==> config.mk <==
export PLATFORM = sky130hd
export DESIGN_NAME = aes_stream_wrap_flat
export DESIGN_NICKNAME = d
export VERILOG_FILES = /design/src/rtl/aes_stream_wrap_if.sv /design/src/rtl/aes_stream_wrap.sv /design/src/flat_wrapper.sv
export SDC_FILE = /design/constraint.sdc
export NUM_CORES = 1
export LEC_CHECK = 0
export ABC_CLOCK_PERIOD_IN_PS = 12000
export CELL_PAD_IN_SITES_DETAIL_PLACEMENT = 1
export CELL_PAD_IN_SITES_GLOBAL_PLACEMENT = 1
export CORE_MARGIN = 2
export CORE_UTILIZATION = 35
export DETAILED_ROUTE_END_ITERATION = 7
export PLACE_DENSITY = 0.79
export SYNTH_ARGS = -nofsm -noshare
export SYNTH_HDL_FRONTEND = slang
export SYNTH_SLANG_ARGS = --single-unit
==> constraint.sdc <==
create_clock -name clk -period 12 [get_ports clk]
set_clock_uncertainty 0.15 [all_clocks]
set_input_delay 1.8 -clock clk [delete_from_list [all_inputs] [get_ports clk]]
set_output_delay 1.8 -clock clk [all_outputs]
set_load 0.01 [all_outputs]
==> src/rtl/aes_stream_wrap_if.sv <==
// Stream bundle for aes_stream_wrap: 32-bit word input stream (s_*) and
// 32-bit result output stream (m_*), both valid/ready.
interface aes_stream_wrap_if;
  logic        s_valid;
  logic        s_ready;
  logic [31:0] s_data;
  logic        m_valid;
  logic        m_ready;
  logic [31:0] m_data;
  logic        m_last;

  // Wrapper side: consumes the input stream, produces the output stream.
  modport slave (
    input  s_valid, s_data, m_ready,
    output s_ready, m_valid, m_data, m_last
  );

  // Environment side: produces input words, consumes result words.
  modport master (
    output s_valid, s_data, m_ready,
    input  s_ready, m_valid, m_data, m_last
  );
endinterface

==> src/rtl/aes_stream_wrap.sv <==
// Word-serial front end for the AES loopback core. Collects key and text as
// eight 32-bit words, strobes the core, waits for completion under a
// watchdog, and returns the 128-bit result as four 32-bit words.
module aes_stream_wrap #(
  parameter int TIMEOUT_CYC = 64,
  parameter int CNT_W       = 7
) (
  input  logic                clk,
  input  logic                rst,
  aes_stream_wrap_if.slave    io,
  output logic                core_kld,
  output logic [127:0]        core_key,
  output logic [127:0]        core_text,
  input  logic                core_done,
  input  logic [127:0]        core_text_out,
  output logic                busy,
  output logic                timeout_err
);

  typedef enum logic [1:0] {
    ST_LOAD,
    ST_START,
    ST_WAIT,
    ST_DRAIN
  } state_e;

  localparam logic [CNT_W-1:0] CNT_LAST = CNT_W'(TIMEOUT_CYC - 1);

  state_e            state_q, state_d;
  logic [2:0]        in_idx_q, in_idx_d;
  logic [1:0]        out_idx_q, out_idx_d;
  logic [CNT_W-1:0]  cnt_q, cnt_d;
  logic [3:0][31:0]  key_q, key_d;
  logic [3:0][31:0]  text_q, text_d;
  logic [3:0][31:0]  res_q, res_d;
  logic              err_q, err_d;

  // Word 0 is the most significant word, so stream index n maps to slot 3-n.
  logic [1:0]        in_slot;
  logic [1:0]        out_slot;

  assign in_slot  = 2'd3 - in_idx_q[1:0];
  assign out_slot = 2'd3 - out_idx_q;

  // State and datapath registers.
  // NOTE: sequential state uses non-blocking assignments so every register
  // samples the pre-edge value of every other register.
  // NOTE: the key/text/result registers are reset as well, because the core
  // inputs and m_data must come out of reset at a known zero.
  always_ff @(posedge clk or posedge rst) begin
    if (rst) begin
      state_q   <= ST_LOAD;
      in_idx_q  <= '0;
      out_idx_q <= '0;
      cnt_q     <= '0;
      key_q     <= '0;
      text_q    <= '0;
      res_q     <= '0;
      err_q     <= 1'b0;
    end else begin
      state_q   <= state_d;
      in_idx_q  <= in_idx_d;
      out_idx_q <= out_idx_d;
      cnt_q     <= cnt_d;
      key_q     <= key_d;
      text_q    <= text_d;
      res_q     <= res_d;
      err_q     <= err_d;
    end
  end

  // Next-state and datapath update for the LOAD/START/WAIT/DRAIN sequence.
  // NOTE: every variable gets a hold default first so no path leaves one
  // unassigned, which would otherwise infer a latch.
  always_comb begin
    state_d   = state_q;
    in_idx_d  = in_idx_q;
    out_idx_d = out_idx_q;
    cnt_d     = cnt_q;
    key_d     = key_q;
    text_d    = text_q;
    res_d     = res_q;
    err_d     = err_q;

    unique case (state_q)
      ST_LOAD: begin
        // s_ready is high throughout LOAD, so s_valid alone is a handshake.
        if (io.s_valid) begin
          if (in_idx_q[2]) begin
            text_d[in_slot] = io.s_data;
          end else begin
            key_d[in_slot] = io.s_data;
          end
          // A new job starts clean: its first word drops the sticky error.
          if (in_idx_q == 3'd0) begin
            err_d = 1'b0;
          end
          in_idx_d = in_idx_q + 3'd1;
          if (in_idx_q == 3'd7) begin
            state_d = ST_START;
          end
        end
      end

      ST_START: begin
        cnt_d   = '0;
        state_d = ST_WAIT;
      end

      ST_WAIT: begin
        cnt_d = cnt_q + 1'b1;
        // Completion takes priority over a watchdog expiring in the same cycle.
        if (core_done) begin
          res_d   = core_text_out;
          state_d = ST_DRAIN;
        end else if (cnt_q == CNT_LAST) begin
          err_d   = 1'b1;
          state_d = ST_LOAD;
        end
      end

      ST_DRAIN: begin
        if (io.m_ready) begin
          out_idx_d = out_idx_q + 2'd1;
          if (out_idx_q == 2'd3) begin
            state_d = ST_LOAD;
          end
        end
      end

      default: begin
        state_d = ST_LOAD;
      end
    endcase
  end

  // Outputs decoded purely from registered state; no input reaches them
  // combinationally.
  always_comb begin
    io.s_ready  = (state_q == ST_LOAD);
    io.m_valid  = (state_q == ST_DRAIN);
    io.m_data   = (state_q == ST_DRAIN) ? res_q[out_slot] : 32'd0;
    io.m_last   = (state_q == ST_DRAIN) && (out_idx_q == 2'd3);
    core_kld    = (state_q == ST_START);
    busy        = (state_q == ST_START) || (state_q == ST_WAIT);
    core_key    = key_q;
    core_text   = text_q;
    timeout_err = err_q;
  end

endmodule

==> src/flat_wrapper.sv <==
// flat-port wrapper written by rule: the top's interface ports become plain ports
module aes_stream_wrap_flat 
#(
  parameter int TIMEOUT_CYC = 64,
  parameter int CNT_W       = 7
)
  (clk, rst, core_kld, core_key, core_text, core_done, core_text_out, busy, timeout_err, io_s_valid, io_s_data, io_m_ready, io_s_ready, io_m_valid, io_m_data, io_m_last);
  aes_stream_wrap_if io_i ();
  input  logic clk;
  input  logic rst;
  output logic core_kld;
  output logic [127:0] core_key;
  output logic [127:0] core_text;
  input  logic core_done;
  input  logic [127:0] core_text_out;
  output logic busy;
  output logic timeout_err;
  input wire logic [$bits(io_i.s_valid)-1:0] io_s_valid;
  input wire logic [$bits(io_i.s_data)-1:0] io_s_data;
  input wire logic [$bits(io_i.m_ready)-1:0] io_m_ready;
  output wire logic [$bits(io_i.s_ready)-1:0] io_s_ready;
  output wire logic [$bits(io_i.m_valid)-1:0] io_m_valid;
  output wire logic [$bits(io_i.m_data)-1:0] io_m_data;
  output wire logic [$bits(io_i.m_last)-1:0] io_m_last;
  assign io_i.s_valid = io_s_valid;
  assign io_i.s_data = io_s_data;
  assign io_i.m_ready = io_m_ready;
  assign io_s_ready = io_i.s_ready;
  assign io_m_valid = io_i.m_valid;
  assign io_m_data = io_i.m_data;
  assign io_m_last = io_i.m_last;
  aes_stream_wrap #(.TIMEOUT_CYC(TIMEOUT_CYC), .CNT_W(CNT_W)) u_core (.clk(clk), .rst(rst), .io(io_i), .core_kld(core_kld), .core_key(core_key), .core_text(core_text), .core_done(core_done), .core_text_out(core_text_out), .busy(busy), .timeout_err(timeout_err));
endmodule
# After elaboration in Yosys (flattened, before gate mapping)
# Cells that the tools add are included.
# W data, S select, Z words.
dict set report totals {
  ramBits 0
  in_bits 165
  reg_bits 399
  mem_bits_ro 0
  wordCells 74
  out_inout_bits 294
  mem_count 0
  latch_bits 0
}
dict set report classes {
  n_eq_ne 14
  n_reduce_logical 14
  n_lt_le_gt_ge 3
  addsub 5
  bitwise_logic 1
  mux 20
  shifts 0
  n_div 0
  mul 0
}
# cell count
set ops {}
lappend ops {{$bwmux W128} 2}
lappend ops {{$mux W32} 3}
lappend ops {{$bmux W32 S2} 1}
lappend ops {{$demux W32 S2} 1}
lappend ops {{$pmux W7 S2} 1}
lappend ops {{$mux W2} 6}
lappend ops {{$reduce_and A5 Y1} 2}
lappend ops {{$ne A2 B1 Y1 const B} 4}
lappend ops {{$pmux W2 S4} 1}
lappend ops {{$add A7 B1 Y7 const B} 1}
lappend ops {{$eq A7 B6 Y1 const B} 1}
lappend ops {{$eq A2 B2 Y1 const B} 3}
lappend ops {{$lt A2 B3 Y1 const B} 2}
lappend ops {{$ne A2 B2 Y1 const B} 3}
lappend ops {{$reduce_and A2 Y1} 3}
lappend ops {{$reduce_and A3 Y1} 2}
lappend ops {{$mux W1} 4}
lappend ops {{$reduce_bool A2 Y1} 2}
lappend ops {{$sub A2 B2 Y2 const A} 2}
lappend ops {{$add A3 B1 Y3 const B} 1}
lappend ops {{$eq A3 B3 Y1 const B} 1}
lappend ops {{$logic_not A3 Y1} 1}
lappend ops {{$ne A3 B2 Y1 const B} 1}
lappend ops {{$add A2 B1 Y2 const B} 1}
lappend ops {{7 further kinds} 8}

# Depth between registers and ports, before layout
dict set report depth {
  ltp_word 6
  mapped_depth 7
  depth_no_buf 6
}

# Worst setup path after synthesis
# OpenSTA, ideal clock, no wires.
dict set report synth_path {
  path_kind {register to output}
  start {reg u_core.out_idx_q[0]}
  end {out io_m_data[10]}
  t_arrival_ns 1.413
  setup_slack_ns 8.637
  path_buffers 2
  required_ns 10.050
  path_stages_with_launch 5
  cell_sequence {dfrtp_1 buf_2 buf_4 mux4_2 and2_1}
}
dict set report synth_via {
  elab_chain_cells 4
}
# item line
set synth_lines {}
lappend synth_lines {{start, declared} aes_stream_wrap.sv:31} ;# logic [1:0] out_idx_q, out_idx_d;
lappend synth_lines {{start signal, assigned} aes_stream_wrap.sv:63} ;# out_idx_q <= out_idx_d;
lappend synth_lines {{$sub A2 B2 Y2} aes_stream_wrap.sv:43} ;# assign out_slot = 2'd3 - out_idx_q;
lappend synth_lines {{$bmux W32 S2} aes_stream_wrap.sv:142} ;# io.m_data = (state_q == ST_DRAIN) ? res_q[out_slot] : 32'd0;
lappend synth_lines {{$mux W32 (implied by the code)} aes_stream_wrap.sv:142}
lappend synth_lines {{$mux W32} aes_stream_wrap.sv:142}
lappend synth_lines {{end, declared} flat_wrapper.sv:23} ;# output wire logic [$bits(io_i.m_data)-1:0] io_m_data;
# No other way between the ends. The select of a mux whose other input is x is not followed.

# Final worst setup path
dict set report layout_path {
  start {reg u_core.out_idx_q[0]}
  end {out io_m_data[15]}
}
# Same word-level chain as after synthesis.

==> results by group <==
Run status
  • Status: finished clean

Setup path
  • Crit path DAT: 2960 ps
  • Reg2Reg Depth: 5
  • Critical Path Start Type: flip-flop
  • Critical Path RT: 10050 ps
  • Worst setup EP type: primary output
  • CP Max Fanout: 25
  • Crit Path Class: flip-flop to primary output

Floorplanning
  • Starting Density: 0.354
  • Die area: 0.0476 mm^2
  • Row count: 78
  • IO Pins: 459
  • Core ar.: 0.0453 mm^2
  • Chip width: 218 um
  • Die Y: 218 um

Detailed routing
  • Drt pass-1 iters: 4
  • Via count: 10.2k
  • Starting DRT DRC Count: 437
  • Antenna viol nets, final: 0
  • DRC errors left: 0
  • DR WL/cell: 23.5 um
  • Total Routed Length: 49000 um
  • Via/cell ratio: 4.89

GRT
  • Global-route wire length before repair: 73200 um
  • GR Util All Layers: 0.205
  • Vias in the first global route: 11.7k
  • Initial antenna violation count: 1
  • Largest net degree at the start of global routing: 183
  • GR Overflow Total: 0

Layout
  • Synth-to-Final Area Change: 41.6%
  • Final non-filler cell total: 2084
  • Layout cell share with drive strength beyond 1: 0.342
  • Most common cell after layout, fill and taps aside: clkdlybuf4s50_1
  • Net count, final: 1625
  • Most frequent cells in the layout: 458 x clkdlybuf4s50_1, 398 x dfrtp_1, 379 x mux2_2, 45 x clkbuf_16, 33 x and2_1
  • Finished Cell Area: 0.0227 mm^2

Power
  • Maximum VDD drop: 0.161 mV
  • Cell area power density: 279 mW/mm^2
  • Leak Pwr: 9.79 nW

Worst hold path
  • Worst hold path depth: 1
  • Min-delay worst type: flip-flop to flip-flop

Yosys
  • Yosys cell types: 34
  • Post-Synth Simple-Gate Area: 0.0246
  • Syn Inst Count: 983
  • Main combinational cell family by area after synthesis: multiplexers
  • Share of the synthesized area in the top cell type: 0.622
  • Synth Area in Adders: 0.00857
  • Flops & latches, synth: 399
  • Xor and xnor fraction of the mapped netlist area: 0.00109
  • Area leader, netlist: dfrtp_1
  • Syn avg cell area: 16.3 um^2
  • Sequential element share of the synthesized area: 0.622
  • Post-Syn Nets: 1159
  • Top cells by area, synth: dfrtp_1 62%, mux2_2 27%, mux4_2 4.5%, and2_1 1.3%, buf_2 1.3%
  • Post-synthesis compound-gate area fraction: 0.00725
  • Mapped Area: 0.0161 mm^2
  • Mux share of post-synthesis cell area: 0.318
  • Synth warn: 0

Placed design
  • Hpwl dp: 33600 um
  • DP Area: 0.0213 mm^2
  • Port bufs: 458
  • Dpl ws: 7500 ps
  • GP Congestion: 0.787
  • Placed insts: 2003

Timing
  • Relative slew slack: 0.225
  • Period utilization: 0.409
  • Fin worst setup slack: 7090 ps
  • Max Transition Viols Final: 0
  • Final min period: 4910 ps
  • Worst slew pin tran: 1160 ps
  • Setup Viol. Count Final: 0
  • Final hold vios: 0
  • Setup TNS: 0 ps
  • RSZ-0062 raised after global routing: false
  • Highest clock rate: 0.204 GHz

Clocking
  • Skew-Pair Late Insertion Delay: 570 ps
  • # hold bufs at CTS: 0
  • TritonCTS Buffers: 44
  • Resized cells post-CTS: 0
  • H-Tree Depth: 2
  • Reg clk slew, reported paths: 60 ps
  • CTS tree: done
  • CTS root buf: clkbuf_16
  • Clock sink count: 399
  • Clk buf depth: 3
  • Setup Fix Bufs, Post-CTS: 0

Flow run
  • Max-cap violations: 0
==> area by class of cell <==
type / count / area, um^2
tap: 600 / 751
timing repair buffer: 471 / 4690
clock buffer: 67 / 1300
antenna: 1 / 2.50
multi-input combinational: 523 / 5800
clock inverter: 13 / 153
sequential: 399 / 9990
inverter: 10 / 41.3
fill: 4420 / 22600
==> where the power goes <==
group / internal [mW] / switching (mW)
sequential: 1.99 / 0.359
clock: 0.811 / 0.549
combinational: 1.59 / 1.03
total: 4.39 / 1.94
==> per-stage QoR <==
step	hold slack [ps]	power, mW	utilization
floorplan	324	3.58	-
global placement	324	4.89	0.470
detailed placement	336	5.00	0.470
CTS	349	6.41	0.502
global route	365	6.68	0.502
finish	342	6.33	0.502
==> synthesized netlist by cell type <==
library cell and count:
a22o_1 1, nor3_1 3, buf_2 41, nand3b_1 1, nand2_2 1, and3_1 1, nor2b_1 2, mux4_2 32
or3_4 1, o21ai_0 5, o32a_1 1, nor4_1 1, clkbuf_1 7, nand3_2 1, a21o_2 1, mux2_2 379
nand2_1 19, nor3b_1 1, o22ai_1 2, buf_4 3, o21a_1 3, a21oi_1 4, nor2_1 1, inv_1 10
and2_1 33, mux2_1 8, ha_1 11, mux2i_1 3, xnor2_1 2, nor2_2 1, nor4b_1 1, o32ai_1 1
nand3_1 3, dfrtp_1 399
==> final timing paths <==
kind                                           from                    end  slack (ps)
worst max-delay path            u_core.out_idx_q[0]          io_m_data[15]        7090
worst min-delay path            u_core.core_key[84]    u_core.core_key[84]         340
worst max register to register    u_core.state_q[0]       u_core.res_q[35]        8870
worst min register to register  u_core.core_key[84]    u_core.core_key[84]         340
max in group asynchronous                       rst  u_core.core_text[117]        8360
min in group asynchronous                       rst   u_core.core_text[95]        1720
==> sequential cells by signal, indices dropped and copies added (netlist names) <==
register	count
u_core.res_q	128
u_core.core_text	128
u_core.timeout_err	1
u_core.out_idx_q	2
u_core.state_q	2
u_core.core_key	128
u_core.in_idx_q	3
u_core.cnt_q	7
==> per-layer routing <==
metal	up-vias	wire length [um]	global-route usage
li1	4458	-	-
met1	5301	19400	0.243
met2	379	23400	0.340
met3	61	5250	0.0955
met4	2	895	0.0467
met5	-	13	0
==> critical path, stage by stage (launching register included) <==
cell,delay [ps]
dfrtp_2,570
buf_4,520
mux4_2,610
and2_1,180
clkdlybuf4s50_1,470
==> logic make-up (layout without fill, tap and decap cells) <==
kind of cell    after synthesis  after routing
mux                         422            422
flops                       399            399
simple gates                 70             70
buf+inv                      61            561
compound gates               18             18
fa+ha+maj                    11             11
xor+xnor                      2              2
other cells                   0              1
(Power assumes the default switching activity.)
